`src/rtl/run_seq_pkg.sv`:
```
// Shared state encodings and flag codes for the run sequencer.
// Imported by the top-level FSM and by its state-to-flag decoder.
package run_seq_pkg;

    typedef enum logic [1:0] {
        S_IDLE = 2'd0,
        S_ARM  = 2'd1,
        S_RUN  = 2'd2,
        S_DONE = 2'd3
    } state_t;

    localparam logic [1:0] FLAG_HOLD = 2'd2;
    localparam logic [1:0] FLAG_RUN  = 2'd1;
    localparam logic [1:0] FLAG_CLR  = 2'd0;

endpackage

```
`src/rtl/state_flag_decode.sv`:
```
// Purely combinational state-to-flag decode. Every 2-bit state value maps to a
// defined flag, so the decode can never infer storage.
module state_flag_decode
    import run_seq_pkg::*;
(
    input  logic [1:0] state,
    output logic [1:0] flag
);

    always_comb begin
        flag = FLAG_HOLD;
        case (state)
            S_IDLE:  flag = FLAG_HOLD;
            S_ARM:   flag = FLAG_HOLD;
            S_RUN:   flag = FLAG_RUN;
            S_DONE:  flag = FLAG_CLR;
            default: flag = FLAG_HOLD;
        endcase
    end

endmodule

```
`src/rtl/run_sequencer.sv`:
```
// Four-phase idle/arm/run/done sequencer with per-operation run length and abort.
// The flag is registered from the decode of next-state so it tracks curr_state.
module run_sequencer
    import run_seq_pkg::*;
#(
    parameter int CNT_W      = 8,
    parameter int ARM_CYCLES = 2
) (
    input  logic             clk,
    input  logic             rst,
    input  logic             start,
    input  logic             abort,
    input  logic [CNT_W-1:0] run_len,
    output logic [1:0]       curr_state,
    output logic [1:0]       flag,
    output logic             busy,
    output logic             done,
    output logic [CNT_W-1:0] cnt
);

    localparam logic [CNT_W-1:0] ARM_LAST = CNT_W'(ARM_CYCLES - 1);

    state_t           state_reg;
    state_t           state_next;
    logic [CNT_W-1:0] cnt_reg;
    logic [CNT_W-1:0] cnt_next;
    logic [CNT_W-1:0] len_q;
    logic [CNT_W-1:0] len_next;
    logic [CNT_W-1:0] run_last;
    logic [1:0]       flag_reg;
    logic [1:0]       flag_next;

    // Only evaluated in RUN, which is never entered with len_q == 0.
    assign run_last = len_q - CNT_W'(1);

    always_comb begin
        state_next = state_reg;
        len_next   = len_q;
        case (state_reg)
            S_IDLE: begin
                if (start && !abort) begin
                    state_next = S_ARM;
                    len_next   = run_len;
                end
            end
            S_ARM: begin
                if (abort) begin
                    state_next = S_IDLE;
                end else if (cnt_reg == ARM_LAST) begin
                    state_next = (len_q == '0) ? S_DONE : S_RUN;
                end
            end
            S_RUN: begin
                if (abort) begin
                    state_next = S_IDLE;
                end else if (cnt_reg == run_last) begin
                    state_next = S_DONE;
                end
            end
            S_DONE:  state_next = S_IDLE;
            default: state_next = S_IDLE;
        endcase
    end

    // Counter only advances while ARM or RUN is held; any state change clears it.
    always_comb begin
        cnt_next = '0;
        if ((state_next == state_reg) && ((state_reg == S_ARM) || (state_reg == S_RUN))) begin
            cnt_next = cnt_reg + CNT_W'(1);
        end
    end

    state_flag_decode u_decode (
        .state (state_next),
        .flag  (flag_next)
    );

    always_ff @(posedge clk) begin
        if (rst) begin
            state_reg <= S_IDLE;
            cnt_reg   <= '0;
            len_q     <= '0;
            flag_reg  <= FLAG_HOLD;
        end else begin
            state_reg <= state_next;
            cnt_reg   <= cnt_next;
            len_q     <= len_next;
            flag_reg  <= flag_next;
        end
    end

    assign curr_state = state_reg;
    assign flag       = flag_reg;
    assign busy       = (state_reg != S_IDLE);
    assign done       = (state_reg == S_DONE);
    assign cnt        = cnt_reg;

endmodule

```
`config.mk`:
```
export PLATFORM = sky130hd
export DESIGN_NAME = run_sequencer
export DESIGN_NICKNAME = d
export VERILOG_FILES = /design/src/rtl/run_seq_pkg.sv /design/src/rtl/state_flag_decode.sv /design/src/rtl/run_sequencer.sv
export SDC_FILE = /design/constraint.sdc
export NUM_CORES = 1
export LEC_CHECK = 0
export CAP_MARGIN = 20
export CORE_MARGIN = 1
export CORE_UTILIZATION = 45
export DETAILED_ROUTE_END_ITERATION = 10
export PLACE_DENSITY = 0.73
export SLEW_MARGIN = 20
export SYNTH_ARGS = -nofsm -noshare
export SYNTH_HDL_FRONTEND = slang
export SYNTH_SLANG_ARGS = --single-unit
```
`constraint.sdc`:
```
create_clock -name clk -period 2.78 [get_ports clk]
set_input_delay 0.556 -clock clk [delete_from_list [all_inputs] [get_ports clk]]
set_output_delay 0.556 -clock clk [all_outputs]
set_load 0.005 [all_outputs]
```
==> impl_results.md, run 1 <==
* Later-pin clock latency in the skew report at 0.31 ns
* Initial antenna violation count at 0
* Share of synthesized flip-flops with an asynchronous set or reset at 0
* CP max stage delay at around 0.53 ns
* Clk buf depth at 2
* Commonest non-fill, non-tap cell in the layout: clkdlybuf4s50_1
* Warnings from Yosys at 0
* Num rows at 19
* Largest net degree at the start of global routing at 14
* DRT Pass-1 Iters at 8
* Reg clk slew, reported paths at 0.13 ns
* Leakage power at 0.635 nW
* Crit. End Element: output port
* Initial core utilization at 0.482
* Max-Cap Viols at 0
* Syn_nets at 188
* RSZ-0062 raised after global routing: no
* Global-route wire length before repair at ~5700 um
* Area Overhead vs Synth at 23.5%
* GRT Util Overall at 0.222
* HPWL after DPL at 2460 um
* CP max FO at 10
* Hold WC Path Type: flop to flop
* Postcts setup bufs at 0
* Post-DP Area at 1600 um2
* IO Count at 26
* Number of global-route vias before repair at 1290
* Crit path arrival time at 1.95 ns
* CTS Hold Bufs at 0
* Core area at 2780 um2
* Worst Skew at 0.00934 ns
* WP data required at 2.22 ns
* Number of setup violations in the final report at 0
* Resized cells post-CTS at 0
* DR vias at 1274
* Detailed-route wire length at between 3000 and 4000 um
* GP Congestion at 0.909
* Crit share post-route at 0.900
* CP cell instances: inv_1 -> ha_1 -> inv_1 -> clkdlybuf4s50_1
* Avg Inst Size Synth at 7.98 um2
* Die Area at 3200 um2
* Slew HR at 0.643
* Ant diodes at 0
* Final Hold Vio Count at 0
* Period minus WS final at 2.50 ns
* Seq/Total Area, Yosys at 0.299
* CTS tree: built
* ANT nets after route at 0
* Status: finished, final reports clean
* H-tree depth reported by CTS at 1
* Flop2flop setup slack at 0.42 ns
* Final Instance Area at 1660 um2
* Final Util at 0.595
* Crit path buffers/inverters at 3
* Startpoint types: flop
* VDD IR-drop max at 0.000407 V
* Die outline width at 56.6 um
* Fmax at around 400 MHz
* CTS Buf Count at 3
* Root buf cell: clkbuf_4
* Congestion Overflow GR at 0
* Port buffer count at 25
* Pre-CTS setup slack at between 0.4 and 0.5 ns
* Number of synthesized flops with an enable pin at 0
* Most frequent cells in the layout: 25 x clkdlybuf4s50_1, 24 x nand2_1, 20 x dfxtp_1, 14 x nand3_1, 13 x a21oi_1
* Setup WS post-layout at approximately 0.28 ns
* Post-synthesis cell type count at 40
* Die height at 56.6 um
* Share of cells above drive strength 1 at 0.0628
* Setup TNS at 0 ns
* Measured slew at the worst slew-check pin at between 0.5 and 0.6 ns
* Top delay family on crit path: buffers and inverters
* #FFs+latches synth at 20
* Setup CP Type: flop to output port
* Crit-path slowest cell: dfxtp_1
* DR WL/cell at 14.3 um
* Most used cell, CP: inv_1
* Pwr Density at 567 nW/um2
* Iter 0 DRT Violations at 46
* Nets at around 210
* Via density at 5.74
* Syn Inst Count at 168
* TritonCTS sink count at 20
* # DRC at 0
* Mapped cell area at 1340 um2
* Ys flop type: dfxtp_1
* Fin. max-slew vios at 0
==> per-layer routing <==
layer | share of wire | up-vias | track usage
met5 | 0 | - | 0
li1 | - | 632 | -
met2 | 0.48 | 37 | 0.380
met3 | 0.032 | 14 | 0.0300
met1 | 0.45 | 591 | 0.274
met4 | 0.033 | 0 | 0.105
==> synthesized netlist by cell type (2+ instances only) <==
master | n | area (um2)
xor2_1 | 4 | 35.0
nor2b_1 | 3 | 18.8
a21oi_1 | 13 | 65.1
nand2_1 | 24 | 90.1
xnor2_1 | 12 | 105
dfxtp_1 | 20 | 400
nand3_1 | 14 | 70.1
and3_1 | 3 | 18.8
o41ai_1 | 2 | 17.5
nor2_1 | 11 | 41.3
buf_2 | 3 | 15.0
a21o_1 | 4 | 30.0
o21bai_1 | 2 | 15.0
nor3_1 | 8 | 40.0
inv_1 | 8 | 30.0
o21ai_0 | 3 | 15.0
ha_1 | 8 | 100
nor4b_1 | 2 | 17.5
clkbuf_1 | 3 | 11.3
==> where the power goes <==
part           leakage, nW  switching (W)  internal (W)
Combinational        0.445       0.000190      0.000159
Clock               0.0279      0.0000988      0.000146
Sequential           0.162      0.0000393      0.000306
==> worst paths after layout <==
path,start,end,depth (start not counted)
setup / recovery,curr_state[0]$_SDFF_PP0_,busy,4
hold / removal,len_q[1]$_SDFFE_PP0P_,len_q[1]$_SDFFE_PP0P_,2
setup reg to reg,len_q[0]$_SDFFE_PP0P_,cnt[0]$_SDFF_PP0_,8
hold reg to reg,len_q[1]$_SDFFE_PP0P_,len_q[1]$_SDFFE_PP0P_,2
==> stage by stage <==
stage | total power [W] | cells | hold slack [ns]
5_1_grt | 0.000999 | 222 | 0.568
3_5_place_dp | 0.000698 | 218 | 0.522
6_report | 0.000939 | 222 | 0.537
4_1_cts | 0.000936 | 222 | 0.538
2_1_floorplan | 0.000586 | 168 | 0.461
3_3_place_gp | 0.000688 | 218 | 0.496
==> logic make-up (layout without fill, tap and decap cells) <==
family | count (synthesis) | after routing | synth area share
buf+inv | 16 | 39 | 0.0532
flops | 20 | 20 | 0.299
xor+xnor | 16 | 16 | 0.105
compound gates | 36 | 36 | 0.199
simple gates | 72 | 72 | 0.270
fa+ha+maj | 8 | 8 | 0.0747
==> worst register-to-register path, stage by stage (launching register included) <==
cell	delay (ns)
dfxtp_1	0.47
inv_1	0.10
ha_1	0.32
o21ba_2	0.25
a221oi_1	0.28
a41oi_1	0.09
a211oi_2	0.32
a31o_2	0.31
nor3_1	0.08
==> area by class of cell <==
cell class	count	area, um2
Sequential cell	20	400
Clock buffer	3	22.5
Inverter	8	30.0
Clock inverter	1	30.0
Multi-Input combinational cell	132	868
Timing Repair Buffer	27	265
Tap cell	31	38.8
Fill cell	263	1130
No activity file was read; power rests on OpenSTA's default activity.
==> run 2, diff against run 1 <==
--- a/config.mk
+++ b/config.mk
@@ -10,6 +10,7 @@
 export CORE_UTILIZATION = 45
 export DETAILED_ROUTE_END_ITERATION = 10
 export PLACE_DENSITY = 0.73
+export SKIP_LAST_GASP = 1
 export SLEW_MARGIN = 20
 export SYNTH_ARGS = -nofsm -noshare
 export SYNTH_HDL_FRONTEND = slang
==> results of run 2 <==
Same layout as run 1: the final DEF is identical, and so are final timing and power.
